[config.mk]
export PLATFORM = sky130hd
export DESIGN_NAME = lcd1602_drive
export DESIGN_NICKNAME = d
export VERILOG_FILES = /design/src/rtl/lcd1602_drive.sv
export SDC_FILE = /design/constraint.sdc
export NUM_CORES = 1
export LEC_CHECK = 0
export ABC_AREA = 1
export CAP_MARGIN = 30
export CORE_UTILIZATION = 40
export CTS_CLUSTER_DIAMETER = 100
export CTS_CLUSTER_SIZE = 30
export DETAILED_ROUTE_END_ITERATION = 6
export DONT_BUFFER_PORTS = 1
export GPL_ROUTABILITY_DRIVEN = 0
export PLACE_DENSITY = 0.62
export SLEW_MARGIN = 20
export SYNTH_ARGS = -nofsm -noshare
export SYNTH_HDL_FRONTEND = slang
export SYNTH_SLANG_ARGS = --single-unit
[constraint.sdc]
create_clock -name CLOCK_50 -period 6.1 [get_ports CLOCK_50]
set_input_delay 0.915 -clock CLOCK_50 [delete_from_list [all_inputs] [get_ports CLOCK_50]]
set_output_delay 0.915 -clock CLOCK_50 [all_outputs]
set_load 0.005 [all_outputs]
[src/rtl/lcd1602_drive.sv]
// lcd1602_drive: write-only HD44780 bus driver for the DE2 16x2 character panel.
// Powers up, runs the four-command init once, then rewrites both lines forever
// from a per-frame snapshot of the incoming character image.
module lcd1602_drive #(
  parameter int P_PWR   = 750000,
  parameter int P_SETUP = 4,
  parameter int P_EN    = 16,
  parameter int P_WAIT  = 2000,
  parameter int P_CLR   = 100000
) (
  input  logic         CLOCK_50,
  input  logic         rst_n,
  input  logic [199:0] data_in,
  input  logic         bl_in,
  output logic [7:0]   LCD_DATA,
  output logic         LCD_RS,
  output logic         LCD_RW,
  output logic         LCD_EN,
  output logic         LCD_ON,
  output logic         LCD_BLON,
  output logic         frame_done
);

  // One shared phase counter, wide enough for the longest timing parameter.
  localparam int MAX_A = (P_PWR > P_CLR) ? P_PWR : P_CLR;
  localparam int MAX_B = (P_WAIT > P_EN) ? P_WAIT : P_EN;
  localparam int MAX_C = (MAX_B > P_SETUP) ? MAX_B : P_SETUP;
  localparam int MAXP  = (MAX_A > MAX_C) ? MAX_A : MAX_C;
  localparam int CW    = $clog2(MAXP + 1);

  typedef enum logic [1:0] {T_PWR, T_INIT, T_FRAME} top_t;
  typedef enum logic [1:0] {W_SETUP, W_EN, W_HOLD} wr_t;

  top_t          top, top_n;
  wr_t           wst, wst_n;
  logic [CW-1:0] cnt, cnt_n;
  logic [CW-1:0] hold_last;
  logic [5:0]    idx, idx_n;
  logic [199:0]  snap;
  logic          load;
  logic          snap_cap;
  logic [8:0]    word_n;

  // {RS, byte} for write number i of the given top-level phase.
  function automatic logic [8:0] write_word(input top_t t, input logic [5:0] i,
                                            input logic [199:0] s);
    logic [4:0] k;
    logic [7:0] base;
    logic [8:0] w;
    k = 5'd0;
    w = {1'b1, 8'h20};
    if (t == T_INIT) begin
      case (i)
        6'd0:    w = {1'b0, 8'h38};
        6'd1:    w = {1'b0, 8'h0C};
        6'd2:    w = {1'b0, 8'h06};
        default: w = {1'b0, 8'h01};
      endcase
    end else if (i == 6'd0) begin
      w = {1'b0, 8'h80};
    end else if (i <= 6'd16) begin
      k = 5'(i - 6'd1);
      w = {1'b1, 8'h00};
    end else if (i == 6'd17) begin
      w = {1'b0, 8'hC0};
    end else if (i <= 6'd26) begin
      k = 5'(i - 6'd2);
      w = {1'b1, 8'h00};
    end
    base = {k, 3'b000};
    if (w[8] && ((t == T_FRAME) && (i != 6'd0) && (i != 6'd17) && (i <= 6'd26)))
      w = {1'b1, s[base +: 8]};
    return w;
  endfunction

  // The clear command needs the long settle time; everything else the normal one.
  assign hold_last  = ((top == T_INIT) && (idx == 6'd3)) ? CW'(P_CLR - 1) : CW'(P_WAIT - 1);
  assign snap_cap   = (top == T_FRAME) && (idx == 6'd0) && (wst == W_SETUP) && (cnt == '0);
  assign LCD_RW     = 1'b0;
  assign LCD_EN     = (top != T_PWR) && (wst == W_EN);
  assign frame_done = (top == T_FRAME) && (wst == W_HOLD) && (idx == 6'd33) &&
                      (cnt == CW'(P_WAIT - 1));

  // Next-state logic for the top-level sequence and the per-write phase FSM.
  always_comb begin
    top_n = top;
    wst_n = wst;
    cnt_n = cnt + CW'(1);
    idx_n = idx;
    load  = 1'b0;
    case (top)
      T_PWR: begin
        if (cnt == CW'(P_PWR)) begin
          top_n = T_INIT;
          wst_n = W_SETUP;
          cnt_n = '0;
          idx_n = '0;
          load  = 1'b1;
        end
      end
      default: begin
        case (wst)
          W_SETUP: begin
            if (cnt == CW'(P_SETUP - 1)) begin
              wst_n = W_EN;
              cnt_n = '0;
            end
          end
          W_EN: begin
            if (cnt == CW'(P_EN - 1)) begin
              wst_n = W_HOLD;
              cnt_n = '0;
            end
          end
          default: begin
            if (cnt == hold_last) begin
              wst_n = W_SETUP;
              cnt_n = '0;
              load  = 1'b1;
              if (top == T_INIT) begin
                if (idx == 6'd3) begin
                  top_n = T_FRAME;
                  idx_n = '0;
                end else begin
                  idx_n = idx + 6'd1;
                end
              end else begin
                idx_n = (idx == 6'd33) ? 6'd0 : idx + 6'd1;
              end
            end
          end
        endcase
      end
    endcase
  end

  // Bus byte for the upcoming write, read from the snapshot already in place.
  assign word_n = write_word(top_n, idx_n, snap);

  // State, counters, snapshot and registered bus outputs.
  always_ff @(posedge CLOCK_50) begin
    if (!rst_n) begin
      top      <= T_PWR;
      wst      <= W_SETUP;
      cnt      <= '0;
      idx      <= '0;
      snap     <= {25{8'h20}};
      LCD_DATA <= 8'h00;
      LCD_RS   <= 1'b0;
      LCD_ON   <= 1'b0;
      LCD_BLON <= 1'b0;
    end else begin
      top      <= top_n;
      wst      <= wst_n;
      cnt      <= cnt_n;
      idx      <= idx_n;
      LCD_ON   <= 1'b1;
      LCD_BLON <= bl_in;
      if (snap_cap)
        snap <= data_in;
      if (load)
        {LCD_RS, LCD_DATA} <= word_n;
    end
  end

endmodule

==> results.txt <==
status - finished, final reports clean
most frequent cells in the layout - 311 x nand2_1, 241 x dfxtp_1, 239 x nor2_1
DIE AREA - 30700 µm²
hold path startpoint - rst_n
CTS Buf Count - 12
core area - 29600 µm²
vias in the first global route - 10169
post-synth top area share - 40.2%
Hold Crit Class - in2reg
RSZ-0062 raised after global routing - false
synthesized area - 12000 µm²
reg2reg start - idx[0]
Power Density - 207 nW/µm²
clock-pin slew of the registers on the worst-case setup and hold paths - 120 ps
max_cap viols - 0
I/O Buffers - 0
CP endpoint kind - flip-flop
ranking of synthesized cells by area - dfxtp_1 40%, nand2_1 9.8%, o21ai_0 8.2%
DR vias/cell - 5.33
Worst path max stage delay - 750 ps
GR Overflow Total - 0
commonest non-fill, non-tap cell in the layout - nand2_1
period utilization - 71.2%
Root Buffer - clkbuf_16
worst path cell trace - ha_1 -> nand2_1 -> nor2_4 -> nand3_2 -> nand2_2 -> nand4_2 -> nand2_1 -> nand2_1 -> nand2_1 -> inv_1 -> ha_1 -> nand3_1 -> inv_1 -> nand2_1 -> nand4_1 -> a21oi_4 -> nand2_2 -> nor2_1 -> nor2_1 -> nand2_1 -> nand2_1 -> nand2_1 -> nand3_1 -> a21oi_1
critical path fanouts, max - 29
pins over their slew limit - 0
WL final - 36.2 mm
achievable frequency - 0.230 GHz
Post-Syn Nets - 1979
first-pass GRT wire length - 55.7 mm
register area share after synthesis - 40.2%
Initial Util - 40.6%
Die Y - 175 µm
CTS sink count - 241
layout cell share with drive strength beyond 1 - 4.93%
Routed Antenna Nets - 0
Iteration-0 DRC Markers - 730
largest net degree at the start of global routing - 215
Clock Path Buffers - 3
fin crit period - 4340 ps
Setup Crit Path Kind - reg2reg
Worst Setup SP - idx[0]
hold path depth - 0
H-tree level count - 1
yosys warns - 0
Peak VDD IR - 137 µV
clock skew - 35.4 ps
Pwr Total - 2.59 mW
Avg Cell Area, Syn - 6.80 µm²
DR vias - 11059
GR Util All Layers - 23.0%
final hold viol count - 0
initial antenna violation count - 3
Pre-antenna DRT Iters - 7
wire per inst - 17.4 µm
Setup violations, final - 0
DR DRC count - 0
clock latency on the worst-skew pair - 510 ps
most used cell along the critical path - nand2_1
post-CTS sizing - 0
Worst-Margin Slew - 866 ps
Worst R2R Path Depth - 24
Synth cell types - 44
Area Growth Syn to Fin - 4.21%
Final #Nets - 1893
Syn Inst Count - 1766
Synth Register Bits - 241
fin util - 42.3%
Critical Path RT - 6540 ps
hold_buf cts - 0
FP Rows - 63
die width - 175 µm
DP HPWL - 26.1 mm
setup TNS - 0 ps
CP arrival - 4790 ps
worst slack, placed - 1770 ps
setup repair bufs after CTS - 0
max_slew headroom - 42.1%
leak pwr - 5.05 nW
Ports - 217
CTS tree - built
critical path launch point type - flip-flop
CP max-delay cell - a21oi_4
Synth area leader - dfxtp_1
worst setup margin - 1760 ps
[critical path, delay by kind of cell (launching register included)]
| kind | cells | cell delay, ps |
|---|---|---|
| AND/OR/NAND/NOR | 18 | 2310 |
| adder cells (fa/ha/maj) | 2 | 460 |
| flip-flops | 1 | 440 |
| buffers and inverters | 2 | 180 |
| AO/OA/AOI/OAI | 2 | 890 |
[kinds of logic after synthesis]
kind of cell / after synthesis / synth area share [%]
other: 1 / 0.0312
and+or+nand+nor: 811 / 30.5
AOI/OAI and AO/OA: 390 / 17.0
buffers and inverters: 297 / 10.1
adders and majority gates: 10 / 1.04
DFF: 241 / 40.2
xor gates and xnor gates: 16 / 1.17
[routing by layer]
metal / vias up / wire length [µm] / global-route usage [%]
met2: 344 / 16600 / 37.4
met3: 44 / 2780 / 4.96
met5: - / 8 / 0
li1: 5536 / - / -
met4: 2 / 875 / 6.49
met1: 5133 / 16000 / 30.5
[per-stage QoR]
step           area [µm²]  std cells  hold slack [ps]
2_1_floorplan       12000       1766              417
3_3_place_gp        12100       2054              431
3_5_place_dp        12100       2054              443
4_1_cts             12500       2072              430
5_1_grt             12500       2075              422
6_report            12500       2076              448
[final cells by class]
| class | count | area [µm²] |
|---|---|---|
| Fill cell | 3174 | 17100 |
| Multi-Input combinational cell | 1228 | 6000 |
| Sequential cell | 241 | 4820 |
| Inverter | 185 | 696 |
| Tap cell | 390 | 488 |
| Clock buffer | 16 | 347 |
| Timing Repair Buffer | 12 | 123 |
| Clock inverter | 2 | 28.8 |
| Antenna cell | 2 | 5.00 |
[registers in the layout (all words and copies together), names as in the netlist]
signal and count:
LCD_RS 1, LCD_BLON 1, LCD_DATA 8, idx 6
LCD_ON 1, cnt 20, top 2, snap 200
wst 2
[cells in the mapped netlist (all sizes together)]
master and instances:
o21a 2, conb 1, buf 39, o22ai 1, ha 10, a31oi 2, clkinv 2, a21oi 141
nor4 7, o211ai 26, and3 1, xnor2 2, nor2 252, nand2 328, nand3b 38, a2111oi 1
xor2 14, nor3 15, nand4 9, dfxtp 241, nor3b 2, o21bai 1, clkbuf 73, o21ai 215
a211oi 1, nand3 158, or2 1, inv 183
[power by group]
group / switching, mW / total (mW) / internal, mW
Combinational: 0.0342 / 0.0493 / 0.0151
Clock: 0.545 / 0.962 / 0.417
Sequential: 0.00171 / 1.58 / 1.58
Total: 0.581 / 2.59 / 2.01
[path summary, 6_finish.rpt]
check / endpoint / slack [ps]
worst max register to register: LCD_DATA[0] / 1760
worst min-delay path: LCD_ON / 450
worst min register to register: snap[144] / 460
worst max-delay path: LCD_DATA[0] / 1760
Note: power is estimated with default switching activity, not from simulation.
